### config.mk
export PLATFORM = sky130hd
export DESIGN_NAME = id_fetch_queue_flat
export DESIGN_NICKNAME = d
export VERILOG_FILES = /design/src/rtl/id_fetch_queue_pkg.sv /design/src/rtl/id_fetch_queue_if.sv /design/src/rtl/id_fetch_queue_ring_ptr.sv /design/src/rtl/id_fetch_queue.sv /design/src/flat_wrapper.sv
export SDC_FILE = /design/constraint.sdc
export NUM_CORES = 1
export LEC_CHECK = 0
export BUFFER_PORTS_ARGS = -buffer_cell sky130_fd_sc_hd__buf_4
export CAP_MARGIN = 10
export CORE_UTILIZATION = 35
export CTS_CLUSTER_SIZE = 40
export DETAILED_ROUTE_END_ITERATION = 16
export GPL_TIMING_DRIVEN = 1
export PLACE_DENSITY = 0.52
export SLEW_MARGIN = 15
export SYNTH_ARGS = -nofsm -noshare
export SYNTH_HDL_FRONTEND = slang
export SYNTH_HIERARCHICAL = 1
export SYNTH_SLANG_ARGS = --single-unit
### constraint.sdc
create_clock -name clk -period 23.8 [get_ports clk]
set_input_delay 3.57 -clock clk [delete_from_list [all_inputs] [get_ports clk]]
set_output_delay 3.57 -clock clk [all_outputs]
set_load 0.02 [all_outputs]
### src/rtl/id_fetch_queue_pkg.sv
// ---------------------------------------------------------------------------
// id_pkg
//
// Purpose:
//    Shared definitions for the IF->ID fetch queue. These are the default
//    payload width, the payload record carried by every queue entry, and a
//    constant-friendly ceiling-log2 helper used to size pointers and the
//    occupancy counter.
//
// Contents:
//    DW             default width of each payload field (next_pc, pc, ins)
//    fetch_entry_t  payload record {next_pc, pc, ins} at the default width
//    clog2()        ceiling log2, usable in localparam expressions
// ---------------------------------------------------------------------------
package id_pkg;

    localparam int DW = 32;

    // One fetched instruction as it travels from IF to decode.
    typedef struct packed {
        logic [DW-1:0] next_pc;
        logic [DW-1:0] pc;
        logic [DW-1:0] ins;
    } fetch_entry_t;

    // Smallest n such that 2**n >= value. Returns 0 for value <= 1.
    function automatic int clog2(input int value);
        int result;
        result = 0;
        while ((1 << result) < value) begin
            result = result + 1;
        end
        return result;
    endfunction

endpackage

### src/rtl/id_fetch_queue_if.sv
// ---------------------------------------------------------------------------
// id_fetch_queue_if
//
// Purpose:
//    Bundles the fetch-side and decode-side handshake of the IF->ID queue,
//    together with the flush request and the occupancy status.
//
// Modports:
//    master  the pipeline around the queue. It drives in_valid, in_next_pc,
//            in_pc, in_ins, out_ready and flush. It observes in_allowin,
//            out_valid, out_next_pc, out_pc, out_ins, count and almost_full.
//    slave   the queue itself, which sees the same signals with the
//            directions reversed.
//
// Parameters:
//    DW     payload field width
//    CNT_W  occupancy counter width, clog2(DEPTH+1) of the attached queue
// ---------------------------------------------------------------------------
interface id_fetch_queue_if
    import id_pkg::*;
#(
    parameter int DW    = id_pkg::DW,
    parameter int CNT_W = 3
);

    // Fetch side
    logic             in_valid;
    logic             in_allowin;
    logic [DW-1:0]    in_next_pc;
    logic [DW-1:0]    in_pc;
    logic [DW-1:0]    in_ins;

    // Decode side
    logic             out_valid;
    logic             out_ready;
    logic [DW-1:0]    out_next_pc;
    logic [DW-1:0]    out_pc;
    logic [DW-1:0]    out_ins;

    // Control and status
    logic             flush;
    logic [CNT_W-1:0] count;
    logic             almost_full;

    modport master (
        output in_valid,
        output in_next_pc,
        output in_pc,
        output in_ins,
        output out_ready,
        output flush,
        input  in_allowin,
        input  out_valid,
        input  out_next_pc,
        input  out_pc,
        input  out_ins,
        input  count,
        input  almost_full
    );

    modport slave (
        input  in_valid,
        input  in_next_pc,
        input  in_pc,
        input  in_ins,
        input  out_ready,
        input  flush,
        output in_allowin,
        output out_valid,
        output out_next_pc,
        output out_pc,
        output out_ins,
        output count,
        output almost_full
    );

endinterface

### src/rtl/id_fetch_queue_ring_ptr.sv
// ---------------------------------------------------------------------------
// ring_ptr
//
// Purpose:
//    Modulo-DEPTH index into the fetch queue ring. DEPTH is a power of two,
//    so the natural binary overflow of the register is the wrap-around.
//
// Ports:
//    clk    in   rising-edge clock
//    reset  in   synchronous active-high reset, returns ptr to 0
//    clr    in   synchronous clear (flush), returns ptr to 0
//    inc    in   advance ptr by one slot at the next edge
//    ptr    out  current slot index, clog2(DEPTH) bits
// ---------------------------------------------------------------------------
module ring_ptr
    import id_pkg::*;
#(
    parameter int DEPTH = 4
) (
    input  logic                    clk,
    input  logic                    reset,
    input  logic                    clr,
    input  logic                    inc,
    output logic [clog2(DEPTH)-1:0] ptr
);

    localparam int PTR_W = clog2(DEPTH);

    logic [PTR_W-1:0] r_ptr;

    // Reset and clear both rewind the ring to slot 0. Otherwise the pointer
    // advances one slot per accepted transfer. Wrapping needs no special
    // case because DEPTH is a power of two.
    always_ff @(posedge clk) begin
        if (reset || clr) begin
            r_ptr <= '0;
        end else if (inc) begin
            r_ptr <= r_ptr + PTR_W'(1);
        end
    end

    assign ptr = r_ptr;

endmodule

### src/rtl/id_fetch_queue.sv
// ---------------------------------------------------------------------------
// id_fetch_queue
//
// Purpose:
//    DEPTH-entry in-order ring buffer between the IF stage and decode. It
//    replaces the single IF->ID pipeline register, so fetch can keep
//    running while decode stalls. Each entry holds {next_pc, pc, ins}.
//
// Ports:
//    clk    in   rising-edge clock
//    reset  in   synchronous active-high reset. Empties the queue; the
//                storage array itself is not cleared.
//    bus    slave side of id_fetch_queue_if:
//             in_valid/in_allowin + in_{next_pc,pc,ins}   fetch handshake
//             out_valid/out_ready + out_{next_pc,pc,ins}  decode handshake
//             flush        drop every queued entry (wrong path)
//             count        current occupancy, 0..DEPTH
//             almost_full  count >= AF_LEVEL
//
// Parameters:
//    DEPTH     number of entries, power of two, 2..16
//    DW        width of each payload field
//    AF_LEVEL  occupancy at or above which almost_full is raised, 1..DEPTH
//
// Timing:
//    An entry pushed at edge t is visible on out_* in cycle t+1 at the
//    earliest. There is no combinational path from in_* to out_*.
//    in_allowin depends combinationally on out_ready, because a pop frees a
//    slot in the same cycle. The fetch side must not feed in_allowin back
//    into out_ready.
// ---------------------------------------------------------------------------
module id_fetch_queue
    import id_pkg::*;
#(
    parameter int DEPTH    = 4,
    parameter int DW       = id_pkg::DW,
    parameter int AF_LEVEL = DEPTH - 1
) (
    input  logic            clk,
    input  logic            reset,
    id_fetch_queue_if.slave bus
);

    localparam int CNT_W = clog2(DEPTH + 1);
    localparam int PTR_W = clog2(DEPTH);

    localparam logic [CNT_W-1:0] FULL_CNT = CNT_W'(DEPTH);
    localparam logic [CNT_W-1:0] AF_CNT   = CNT_W'(AF_LEVEL);

    // Local payload record at this instance's DW. The package record is
    // fixed at the default width.
    typedef struct packed {
        logic [DW-1:0] next_pc;
        logic [DW-1:0] pc;
        logic [DW-1:0] ins;
    } entry_t;

    entry_t           r_mem [DEPTH];
    logic [CNT_W-1:0] r_count;

    logic [PTR_W-1:0] w_wrPtr;
    logic [PTR_W-1:0] w_rdPtr;
    logic             w_notEmpty;
    logic             w_outValid;
    logic             w_allowin;
    logic             w_push;
    logic             w_pop;
    entry_t           w_head;
    entry_t           w_inEntry;

    // Handshake decode. Flush hides the head from decode and cancels any
    // push in the same cycle. in_allowin stays high when full if decode is
    // popping, because that pop frees a slot at the same edge.
    always_comb begin
        w_notEmpty = (r_count != '0);
        w_outValid = w_notEmpty && !bus.flush;
        w_allowin  = (r_count < FULL_CNT) || (bus.out_ready && w_notEmpty);
        w_push     = bus.in_valid && w_allowin && !bus.flush;
        w_pop      = w_outValid && bus.out_ready;
    end

    // Write and read slot indices. Flush rewinds both to slot 0 together
    // with the count, so the ring restarts from a known origin.
    ring_ptr #(
        .DEPTH (DEPTH)
    ) u_wrPtr (
        .clk   (clk),
        .reset (reset),
        .clr   (bus.flush),
        .inc   (w_push),
        .ptr   (w_wrPtr)
    );

    ring_ptr #(
        .DEPTH (DEPTH)
    ) u_rdPtr (
        .clk   (clk),
        .reset (reset),
        .clr   (bus.flush),
        .inc   (w_pop),
        .ptr   (w_rdPtr)
    );

    // Pack the incoming fetch payload into one record.
    always_comb begin
        w_inEntry.next_pc = bus.in_next_pc;
        w_inEntry.pc      = bus.in_pc;
        w_inEntry.ins     = bus.in_ins;
    end

    // Storage is written only on an accepted push, so the head entry holds
    // steady while decode stalls. The array carries no reset. Occupancy
    // alone decides which slots are meaningful.
    always_ff @(posedge clk) begin
        if (w_push && !reset) begin
            r_mem[w_wrPtr] <= w_inEntry;
        end
    end

    // Occupancy. Reset and flush both empty the queue. A push and a pop in
    // the same cycle cancel out, including at full and at one entry.
    always_ff @(posedge clk) begin
        if (reset || bus.flush) begin
            r_count <= '0;
        end else if (w_push && !w_pop) begin
            r_count <= r_count + CNT_W'(1);
        end else if (!w_push && w_pop) begin
            r_count <= r_count - CNT_W'(1);
        end
    end

    // Head presentation. Outputs are forced to zero whenever decode is not
    // offered a valid entry, so stale storage never leaks downstream.
    always_comb begin
        w_head = r_mem[w_rdPtr];
        if (!w_outValid) begin
            w_head = '0;
        end
    end

    assign bus.in_allowin  = w_allowin;
    assign bus.out_valid   = w_outValid;
    assign bus.out_next_pc = w_head.next_pc;
    assign bus.out_pc      = w_head.pc;
    assign bus.out_ins     = w_head.ins;
    assign bus.count       = r_count;
    assign bus.almost_full = (r_count >= AF_CNT);

endmodule

### src/flat_wrapper.sv
// flat-port wrapper written by rule: the top's interface ports become plain ports
module id_fetch_queue_flat import id_pkg::*;
#(
    parameter int DEPTH    = 4,
    parameter int DW       = id_pkg::DW,
    parameter int AF_LEVEL = DEPTH - 1
)
  (clk, reset, bus_in_valid, bus_in_next_pc, bus_in_pc, bus_in_ins, bus_out_ready, bus_flush, bus_in_allowin, bus_out_valid, bus_out_next_pc, bus_out_pc, bus_out_ins, bus_count, bus_almost_full);
  id_fetch_queue_if #(.DW(DW), .CNT_W((3))) bus_i ();
  input  logic clk;
  input  logic reset;
  input wire logic [$bits(bus_i.in_valid)-1:0] bus_in_valid;
  input wire logic [$bits(bus_i.in_next_pc)-1:0] bus_in_next_pc;
  input wire logic [$bits(bus_i.in_pc)-1:0] bus_in_pc;
  input wire logic [$bits(bus_i.in_ins)-1:0] bus_in_ins;
  input wire logic [$bits(bus_i.out_ready)-1:0] bus_out_ready;
  input wire logic [$bits(bus_i.flush)-1:0] bus_flush;
  output wire logic [$bits(bus_i.in_allowin)-1:0] bus_in_allowin;
  output wire logic [$bits(bus_i.out_valid)-1:0] bus_out_valid;
  output wire logic [$bits(bus_i.out_next_pc)-1:0] bus_out_next_pc;
  output wire logic [$bits(bus_i.out_pc)-1:0] bus_out_pc;
  output wire logic [$bits(bus_i.out_ins)-1:0] bus_out_ins;
  output wire logic [$bits(bus_i.count)-1:0] bus_count;
  output wire logic [$bits(bus_i.almost_full)-1:0] bus_almost_full;
  assign bus_i.in_valid = bus_in_valid;
  assign bus_i.in_next_pc = bus_in_next_pc;
  assign bus_i.in_pc = bus_in_pc;
  assign bus_i.in_ins = bus_in_ins;
  assign bus_i.out_ready = bus_out_ready;
  assign bus_i.flush = bus_flush;
  assign bus_in_allowin = bus_i.in_allowin;
  assign bus_out_valid = bus_i.out_valid;
  assign bus_out_next_pc = bus_i.out_next_pc;
  assign bus_out_pc = bus_i.out_pc;
  assign bus_out_ins = bus_i.out_ins;
  assign bus_count = bus_i.count;
  assign bus_almost_full = bus_i.almost_full;
  id_fetch_queue #(.DEPTH(DEPTH), .DW(DW), .AF_LEVEL(AF_LEVEL)) u_core (.clk(clk), .reset(reset), .bus(bus_i));
endmodule
# Word-level counts from Yosys, hierarchy flattened
# Memories as Yosys holds them, arrays and structs flattened. A register that Yosys moved wholly into a read port is not among the register bits.
# Cells that the tools add are included.
word_totals:
  output_inout_bits: 102
  elab_cells: 33
  in_bits: 101
  n_memories: 1
  ram_bits: 384
  ff_bits: 7
op_classes:
  reduce_logical: 16
  order_cmp: 2
  muxes: 7
  addsub: 4
mem_list:
  columns: ["name", "depth", "word_bits", "read_ports", "rd_ports_with_merged_regs", "write_ports", "line_no", "text"]
  rows:
  - ["u_core.r_mem", 4, 96, 1, 1, 1, "id_fetch_queue.sv:58", "entry_t r_mem [DEPTH];"]
ops:
  columns: ["op", "n"]
  rows:
  - ["2-to-1 mux 96 bit", 1]
  - ["logical AND 1 bit", 8]
  - ["2-to-1 mux 3 bit", 2]
  - ["adder 2 x 1 -> 2 bit, second input constant", 2]
  - ["logical NOT 1 bit", 4]
  - ["2-to-1 mux 2 bit", 2]
  - ["adder 3 x 1 -> 3 bit, second input constant", 1]
  - [">= comparator 3 x 2 -> 1 bit, second input constant", 1]
  - ["< comparator 3 bit, second input constant", 1]
  - ["nonzero test 3 bit", 1]
  - ["subtractor 3 x 1 -> 3 bit, second input constant", 1]
  - ["logical OR 1 bit", 2]
  - ["2-to-1 mux 1 bit", 2]
  - ["nonzero test 2 bit", 1]

# Depth between registers and ports, before layout
# Gate-level depths: netlist of run 1.
logic_depth:
  word_depth: 9
  ltp_mapped: 10
  depth_no_buf: 9

# By module
# Netlist of run 1, hierarchy kept.
by_module_without_submodules:
  columns: ["module", "n_inst", "cells_each", "seq_area_each_um2", "area_per_inst_um2"]
  rows:
  - ["id_fetch_queue", 1, 638, 11591.1, 14712.9]
  - ["ring_ptr", 2, 7, 40.0, 83.8]

# Least setup slack after synthesis of run 1
# OpenSTA, ideal clock, no wires.
synth_timing:
  kind: "in2reg"
  start: "input bus_out_ready"
  end: "memory u_core/r_mem[0][0] in the netlist's numbering, enable pin"
  stages: 3
  path_buffers: 0
  setup_ps: 669
  slack_ps: 12657
  required_time_ps: 23131
  t_arrival_ps: 10474
  path_cell_list: "nand2b_1 -> nand3_1 -> nor3_1"
synth_between:
  elab_chain_len: 7
synth_rtl:
  columns: ["item", "line_no", "text"]
  rows:
  - ["from (decl)", "flat_wrapper.sv:16", "input wire logic [$bits(bus_i.out_ready)-1:0] bus_out_ready;"]
  - ["logical AND 1 bit", "id_fetch_queue.sv:77", "w_allowin = (r_count < FULL_CNT) || (bus.out_ready && w_notEmpty);"]
  - ["logical OR 1 bit", "id_fetch_queue.sv:77", null]
  - ["logical AND 1 bit (2 in series)", "id_fetch_queue.sv:78", "w_push = bus.in_valid && w_allowin && !bus.flush;"]
  - ["logical AND 1 bit", "id_fetch_queue.sv:115", "if (w_push && !reset) begin"]
  - ["2-to-1 mux 1 bit", "id_fetch_queue.sv:115", null]
  - ["2-to-1 mux 1 bit (not written as such)", "id_fetch_queue.sv:116", "r_mem[w_wrPtr] <= w_inEntry;"]
  - ["to (decl)", "id_fetch_queue.sv:58", null]
# Every way passes these cells.

# Final worst setup path of run 1
layout_timing:
  start: "input bus_flush"
  end: "output bus_out_next_pc[9]"
layout_between:
  elab_chain_len: 3
layout_rtl:
  columns: ["item", "line_no", "text"]
  rows:
  - ["from (decl)", "flat_wrapper.sv:17", "input wire logic [$bits(bus_i.flush)-1:0] bus_flush;"]
  - ["logical NOT 1 bit", "id_fetch_queue.sv:76", "w_outValid = w_notEmpty && !bus.flush;"]
  - ["logical AND 1 bit", "id_fetch_queue.sv:76", null]
  - ["2-to-1 mux 96 bit", "id_fetch_queue.sv:136", "if (!w_outValid) begin"]
  - ["to (decl)", "flat_wrapper.sv:20", "output wire logic [$bits(bus_i.out_next_pc)-1:0] bus_out_next_pc;"]
# Every way passes these cells.

==> out/results.md, run 1 <==
| Metric | Reported | Unit |
|:---|:---|:---|
| Clock tree from TritonCTS | yes | - |
| Final period util | 35.9 | % |
| Via count | 7,029 | - |
| Multi-input combinational cell area | 3040 | um2 |
| Part of the Yosys area used for sequential elements | 78.4 | % |
| Max cap viols | 0 | - |
| Initial DRC count | 345 | - |
| Number of antenna violations at the first check in global routing | 0 | - |
| Total DRC errors in the routed layout | 0 | - |
| Layout area overhead | 23.0 | % |
| Crit path max fanout | 98 | - |
| Worst path setup slack after routing | 15.25 | ns |
| Warning count from the yosys run | 6 | - |
| Synth top cells by count | sky130_fd_sc_hd__edfxtp_1 (384), sky130_fd_sc_hd__and2_1 (97), sky130_fd_sc_hd__mux4_2 (96) | - |
| Global-route track usage on met1 | 18.3 | % |
| Worst IR Drop VDD | 54.5 | uV |
| Post-route ant nets | 0 | - |
| CTS Buffer Depth | 3 | - |
| Critical path capture point type | primary output | - |
| Worst endpoint data arrival time | 4.98 | ns |
| Post-cts sizing count | 0 | - |
| Global-route usage over all layers | 13.9 | % |
| Number of antenna diodes | 0 | - |
| Clock Root Buffer | sky130_fd_sc_hd__clkbuf_16 | - |
| Leakage Power | 6.10 | nW |
| Wire length reported by the detailed router | 29,700 | um |
| Slew at the pin with the worst max-slew slack | 0.916 | ns |
| Vias in the first global route | 7,552 | - |
| Number of enable-type register cells in the synthesized netlist | 384 | - |
| Total negative slack for setup checks | 0 | ns |
| # nets final | 982 | - |
| First-pass GRT wire length | 45,100 | um |
| Via density per instance | 4.84 | - |
| Tightest slew margin relative to the limit | 38.9 | % |
| Initial Util | 35.5 | % |
| Remaining global-route overflow | 0 | - |
| Core box area | 41,900 | um2 |
| Post-synthesis instance total | 652 | - |
| Sequential Area | 11,700 | um2 |
| Placement Setup Slack | 15.15 | ns |
| Slew Viols, Final | 0 | - |
| Share of the synthesized area in the top cell type | 77.5 | % |
| TritonCTS buffer count | 43 | - |
| Post-CTS Hold Fix Bufs | 0 | - |
| Area of the mapped netlist | 14,900 | um2 |
| RSZ-0062 raised after global routing | false | - |
| Utilization after layout | 43.6 | % |
| 1st-pass router iterations | 4 | - |
| Terminating pin of the worst hold path | u_core/bus.count[2]$_SDFFE_PP0P_ | - |
| HPWL reported at the end of detailed placement | 16,200 | um |
| Final setup vio count | 0 | - |
| H-tree levels | 2 | - |
| Mapped Nets | 755 | - |
| Count of cells along the worst register-to-register path | 5 | - |
| Number of instances on the worst hold path | 2 | - |
| Crit start category | input port | - |
| Synthesized area divided by synthesized cell count | 22.8 | um2 |
| Path class of the lowest-slack min-delay path | flop to flop | - |
| Maximum number of pins on one net before global-route repair | 99 | - |
| Number of buffer cells added on primary ports | 202 | - |
| Result of the run | complete, no violations | - |
| Fillers | 3,698 | - |
| Share of final-layout standard cells stronger than drive strength 1 | 41.2 | % |
| Die span in x | 208 | um |
| Dominant cell type by area after synthesis | sky130_fd_sc_hd__edfxtp_1 | - |
| Reg clk slew, reported paths | 0.06 | ns |
| Top cells by area, synth | sky130_fd_sc_hd__edfxtp_1 (77%), sky130_fd_sc_hd__mux4_2 (15%), sky130_fd_sc_hd__and2_1 (4.1%) | - |
| Fin Clk Skew | 0.0132 | ns |
| Leading cell type by number of instances after synthesis | sky130_fd_sc_hd__edfxtp_1 | - |
| Reg2Reg Setup Slack | 20.95 | ns |
| Achievable frequency | 117 | MHz |
| Global-route track usage on met3 | 3.58 | % |
| Placed cell count | 1,373 | - |
| Startpoint of the most critical hold path | u_core/bus.count[2]$_SDFFE_PP0P_ | - |
| Setup fix buffers added after clock tree synthesis | 0 | - |
| Unique masters post-synth | 28 | - |
| Core Rows | 75 | - |
| Fraction of registers with async set/reset | 0 | % |
| Number of register bits inferred by synthesis | 391 | - |
| Weighted congestion at the end of routability-driven global placement | 0.677 | - |
| DIE AREA | 43,300 | um2 |
| Final Instance Count excl. Fillers | 1,452 | - |
| Data required, critical path | 20.23 | ns |
| Die boundary height | 208 | um |
| Commonest register cell after synthesis | sky130_fd_sc_hd__edfxtp_1 | - |
| Worst-Skew Late Latency | 0.55 | ns |
| R2R Path Start | u_core/bus.count[2]$_SDFFE_PP0P_ | - |
| Final critical path time including I/O delays and setup | 8.55 | ns |
| Detailed-route wire length per cell | 20.4 | um |
| Category of the critical setup timing path | input port to primary output | - |
| Busiest grt layer | met2 | - |
| Power Dens Cells | 78.7 | nW/um2 |
| Worst R2R End | u_core/r_mem[2][30]$_DFFE_PP_ | - |
| Min Hold Slack | 0.600 | ns |
| Number of endpoints with negative hold slack in the final report | 0 | - |
| Total I/O pin count | 203 | - |
| Num Clock Sinks | 391 | - |
| Met2 usage in global routing | 22.4 | % |
-- critical path, cell delays in order --
cell and delay, ns:
sky130_fd_sc_hd__buf_4 0.16, sky130_fd_sc_hd__nor2_4 0.11, sky130_fd_sc_hd__buf_4 0.68, sky130_fd_sc_hd__and2_1 0.24, sky130_fd_sc_hd__buf_4 0.14
-- power by group --
group | switching [mW] | total [mW] | leakage (nW) | internal, mW
clock | 0.259 | 0.609 | 0.627 | 0.350
combinational | 0.0347 | 0.0660 | 1.95 | 0.0313
sequential | 0.00214 | 0.765 | 3.53 | 0.763
total | 0.296 | 1.44 | 6.10 | 1.14
-- registers in the layout, summed over array words and instances, names as in the netlist --
name,cells
u_core/u_rdPtr/ptr,2
u_core/u_wrPtr/ptr,2
u_core/r_mem,384
u_core/bus.count,3
-- how the worst max path moves through the flow --
stage	from	to	slack (ns)	cells past startpoint
final	bus_flush	bus_out_next_pc[9]	15.25	5
after global routing	bus_flush	bus_out_next_pc[0]	15.08	5
after CTS	bus_flush	bus_out_ins[29]	15.15	5
after detailed placement	bus_flush	bus_out_ins[29]	15.15	5
after global placement	bus_flush	bus_out_ins[30]	15.18	5
after floorplan	bus_out_ready	u_core/r_mem[0][0]$_DFFE_PP_	12.66	3
-- layout by cell type, fill, tap and decap left out, types with 3 or more instances in the layout --
master	count
sky130_fd_sc_hd__nor2_4	3
sky130_fd_sc_hd__dfxtp_1	5
sky130_fd_sc_hd__clkbuf_1	9
sky130_fd_sc_hd__clkinvlp_4	3
sky130_fd_sc_hd__edfxtp_1	384
sky130_fd_sc_hd__clkbuf_16	44
sky130_fd_sc_hd__mux4_2	96
sky130_fd_sc_hd__clkinv_1	13
sky130_fd_sc_hd__clkinv_2	7
sky130_fd_sc_hd__buf_4	214
sky130_fd_sc_hd__and2_1	97
sky130_fd_sc_hd__nor3_1	5
-- per-stage QoR --
stage | total power [mW] | area [um2]
3_5_place_dp | 0.848 | 17000
6_report | 1.44 | 18300
3_3_place_gp | 0.847 | 17000
4_1_cts | 1.46 | 18300
5_1_grt | 1.49 | 18300
2_1_floorplan | 0.811 | 14900
-- cells by family after synthesis --
kind of cell	Yosys count	synth area share, %
multiplexers	97	14.6
AND/OR/NAND/NOR	117	4.77
buffers and inverters	34	1.31
adder cells (fa/ha/maj)	2	0.219
XOR/XNOR	4	0.235
AO/OA/AOI/OAI	7	0.437
flip-flops	391	78.4
-- area by class of cell --
type,instances,share of cell area (%)
Clock buffer,53,6.20
Clock inverter,26,0.882
Timing Repair Buffer,214,8.78
Tap cell,539,3.68
Sequential cell,391,63.8
Multi-Input combinational cell,227,16.6
Inverter,2,0.0410
-- layer usage --
metal | vias to the layer above | routed length (um)
met5 | - | 0
met4 | 0 | 710
met3 | 53 | 1620
met2 | 171 | 14300
met1 | 3679 | 13000
li1 | 3126 | -
No activity file was read; power rests on OpenSTA's default activity.
==> run 2: changes to the inputs <==
Settings changed: ABC_AREA set to 1, PLACE_DENSITY 0.52 to 0.54.
Clock period 23.8 ns to 7.8 ns, I/O delays scaled along.
==> out/results.md, run 2 <==
| Metric | Reported | Unit | Delta |
|:---|:---|:---|:---|
| First-pass GRT wire length | 53,700 | um | +19% |
| Achievable frequency | 206 | MHz |  |
| Post-cts sizing count | 0 | - | unchanged |
| Warning count from the yosys run | 6 | - | unchanged |
| RSZ-0062 raised after global routing | false | - |  |
| Critical path capture point type | primary output | - |  |
| Share of the synthesized area in the top cell type | 74.4 | % | -3.1 points |
| Clock tree from TritonCTS | yes | - |  |
| Launching element of the worst setup path | u_core/u_rdPtr/ptr[0]$_SDFFE_PP0P_ | - |  |
| Dominant cell type by area after synthesis | sky130_fd_sc_hd__edfxtp_1 | - |  |
| Worst endpoint data arrival time | 3.68 | ns | -1.30 ns |
| Fin Clk Skew | 0.0127 | ns | -0.000466 ns |
| Worst-Skew Late Latency | 0.55 | ns | about the same |
| Slew Viols, Final | 0 | - | unchanged |
| Unique masters post-synth | 21 | - | -25% |
| Path class of the lowest-slack min-delay path | flop to flop | - |  |
| Crit path cell chain | buf_4 > buf_4 > nor2_1 > nor2_1 > o21ai_0 > a21oi_1 > buf_4 | - |  |
| Data required, critical path | 6.63 | ns | -13.60 ns |
| Category of the critical setup timing path | flop to primary output | - |  |
| Via count | 9,745 | - | +39% |
| Utilization after layout | 43.6 | % | -0.091 points |
| Post-route ant nets | 0 | - | unchanged |
| Remaining global-route overflow | 0 | - | unchanged |
| Share of final-layout standard cells stronger than drive strength 1 | 19.1 | % | -22 points |
| Initial Util | 35.7 | % | +0.26 points |
| Crit path max fanout | 90 | - | -8.2% |
| Largest register by flop count | u_core/r_mem | - |  |
| Core box area | 43,400 | um2 | +3.4% |
| Leading cell type by number of instances after synthesis | sky130_fd_sc_hd__nand2_1 | - |  |
| Final setup vio count | 0 | - | unchanged |
| Final period util | 62.1 | % |  |
| Fillers | 4,116 | - | +11% |
| Highest-delay cell along the critical path | sky130_fd_sc_hd__buf_4 | - |  |
| Number of antenna diodes | 0 | - | unchanged |
| Die span in x | 212 | um | +2.0% |
| Wire length reported by the detailed router | 35,700 | um | +20% |
| Synthesized area divided by synthesized cell count | 11.9 | um2 | -48% |
| Post-synthesis instance total | 1,298 | - | +99% |
| Final Instance Count excl. Fillers | 2,103 | - | +45% |
| DIE AREA | 45,100 | um2 | +4.1% |
| Initial DRC count | 512 | - | +48% |
| Weighted congestion at the end of routability-driven global placement | 0.743 | - | +9.7% |
| Vias in the first global route | 9,414 | - | +25% |
| Sequential Area | 11,700 | um2 | about the same |
| Fraction of registers with async set/reset | 0 | % | unchanged |
| Number of instances on the worst hold path | 2 | - | unchanged |
| Detailed-route wire length per cell | 17.0 | um | -17% |
| Die boundary height | 212 | um | +2.0% |
| Number of buffer cells added on primary ports | 202 | - | unchanged |
| Layout area overhead | 21.9 | % |  |
| Total I/O pin count | 203 | - | unchanged |
| CTS Buffer Depth | 3 | - | unchanged |
| Core Rows | 76 | - | +1.3% |
| Max cap viols | 0 | - | unchanged |
| Commonest cells after routing, fill and taps aside | sky130_fd_sc_hd__nand2_1 (398), sky130_fd_sc_hd__edfxtp_1 (384), sky130_fd_sc_hd__buf_4 (218) | - |  |
| Critical path's largest stage delay | 0.89 | ns | +0.21 ns |
| Final critical path time including I/O delays and setup | 4.85 | ns |  |
| Part of the Yosys area used for sequential elements | 75.3 | % | -3.1 points |
| Number of register bits inferred by synthesis | 391 | - | unchanged |
| Commonest register cell after synthesis | sky130_fd_sc_hd__edfxtp_1 | - |  |
| H-tree levels | 2 | - | unchanged |
| Total DRC errors in the routed layout | 0 | - | unchanged |
| Logic depth of the worst setup path including buffers | 7 | - | +2 |
| Crit-path leading delay family | buffers and inverters | - |  |
| Maximum number of pins on one net before global-route repair | 105 | - | +6.1% |
| Number of endpoints with negative hold slack in the final report | 0 | - | unchanged |
| Multi-input combinational cell area | 3390 | um2 | +11% |
| Top cells by area, synth | sky130_fd_sc_hd__edfxtp_1 (74%), sky130_fd_sc_hd__nand2_1 (9.7%), sky130_fd_sc_hd__nor2_1 (4.8%) | - |  |
| Commonest non-fill, non-tap cell in the layout | sky130_fd_sc_hd__nand2_1 | - |  |
| Worst IR Drop VDD | 175 | uV | +220% |
| # nets final | 1,591 | - | +62% |
| Power Dens Cells | 239 | nW/um2 | +200% |
| Synth top cells by count | sky130_fd_sc_hd__nand2_1 (399), sky130_fd_sc_hd__edfxtp_1 (384), sky130_fd_sc_hd__nor2_1 (200) | - |  |
| 1st-pass router iterations | 5 | - | +1 |
| Num Clock Sinks | 391 | - | unchanged |
| Crit start category | flop | - |  |
| Count of cells along the worst register-to-register path | 15 | - | +10 |
| Placed cell count | 2,028 | - | +48% |
| Reg clk slew, reported paths | 0.06 | ns | about the same |
| Post-CTS Hold Fix Bufs | 0 | - | unchanged |
| Slew at the pin with the worst max-slew slack | 1.06 | ns | +0.143 ns |
| Number of enable-type register cells in the synthesized netlist | 384 | - | unchanged |
| HPWL reported at the end of detailed placement | 18,900 | um | +17% |
| Via density per instance | 4.63 | - | -4.3% |
| Clock Root Buffer | sky130_fd_sc_hd__clkbuf_16 | - |  |
| Tightest slew margin relative to the limit | 29.4 | % | -9.5 points |
| R2R Path Start | u_core/bus.count[0]$_SDFFE_PP0P_ | - |  |
| TritonCTS buffer count | 43 | - | unchanged |
| Global-route usage over all layers | 15.7 | % | +1.8 points |
| Result of the run | complete, no violations | - |  |
| Crit path buffers/inverters | 3 | - | unchanged |
| Most frequent cell on the critical path | sky130_fd_sc_hd__buf_4 | - |  |
| Setup fix buffers added after clock tree synthesis | 0 | - | unchanged |
| Number of antenna violations at the first check in global routing | 0 | - | unchanged |
| Max reg flops | 384 | - | unchanged |
| Area of the mapped netlist | 15,500 | um2 | +4.1% |
| Leakage Power | 7.23 | nW | +18% |
| Mapped Nets | 1,401 | - | +86% |
| Startpoint of the most critical hold path | u_core/bus.count[0]$_SDFFE_PP0P_ | - |  |
run 2: final timing paths:
kind | end | slack, ns
max | bus_out_next_pc[5] | 2.95
min reg2reg | u_core/bus.count[0]$_SDFFE_PP0P_ | 0.56
max reg2reg | u_core/bus.count[2]$_SDFFE_PP0P_ | 4.61
min | u_core/bus.count[0]$_SDFFE_PP0P_ | 0.56
run 2: stage by stage:
| stage | hold slack (ns) | worst slack [ns] | instance area [um2] | TNS (ns) | total power, mW |
|---|---|---|---|---|---|
| global route | 0.611 | 2.65 | 18900 | 0 | 4.67 |
| finish | 0.560 | 2.95 | 18900 | 0 | 4.51 |
| CTS | 0.568 | 2.82 | 18900 | 0 | 4.58 |
| floorplan | 0.473 | -0.944 | 15500 | -362.55 | 2.48 |
| global placement | 0.553 | 3.47 | 17500 | 0 | 2.60 |
| detailed placement | 0.558 | 3.42 | 17500 | 0 | 2.60 |
run 2: routing by layer:
layer	track usage, %	part of all wire (%)	vias to the layer above
met3	3.78	6.1	51
met2	26.8	49	228
met4	5.26	2.0	0
li1	-	-	4828
met1	19.5	43	4638
met5	0	0	-
run 2: layout make-up:
type | instances | area share (%)
multi-input cells | 813 | 17.9
repair buffers | 218 | 8.67
well taps | 585 | 3.88
inverters | 21 | 0.470
flip-flops and latches | 391 | 61.8
clock inverters | 19 | 0.901
clock buffers | 56 | 6.34
run 2: power by group:
part	leakage (nW)	switching (mW)	internal [mW]	total, mW
Sequential	3.53	0.00620	2.33	2.34
Combinational	3.05	0.137	0.0827	0.220
Clock	0.658	0.781	1.17	1.96
Total	7.23	0.924	3.59	4.51
run 2: cell families (layout without fill, tap and decap cells):
| kind of cell | Yosys count | after routing | share of synthesized area [%] |
|---|---|---|---|
| compound gates | 198 | 198 | 6.39 |
| fa+ha+maj | 2 | 2 | 0.210 |
| simple gates | 613 | 613 | 15.1 |
| flops | 391 | 391 | 75.3 |
| buf+inv | 94 | 314 | 3.02 |
run 2: tightest hold or removal path: stages, from the launching register on:
cell and delay (ns):
sky130_fd_sc_hd__dfxtp_1 0.34, sky130_fd_sc_hd__inv_1 0.10, sky130_fd_sc_hd__a21oi_1 0.08
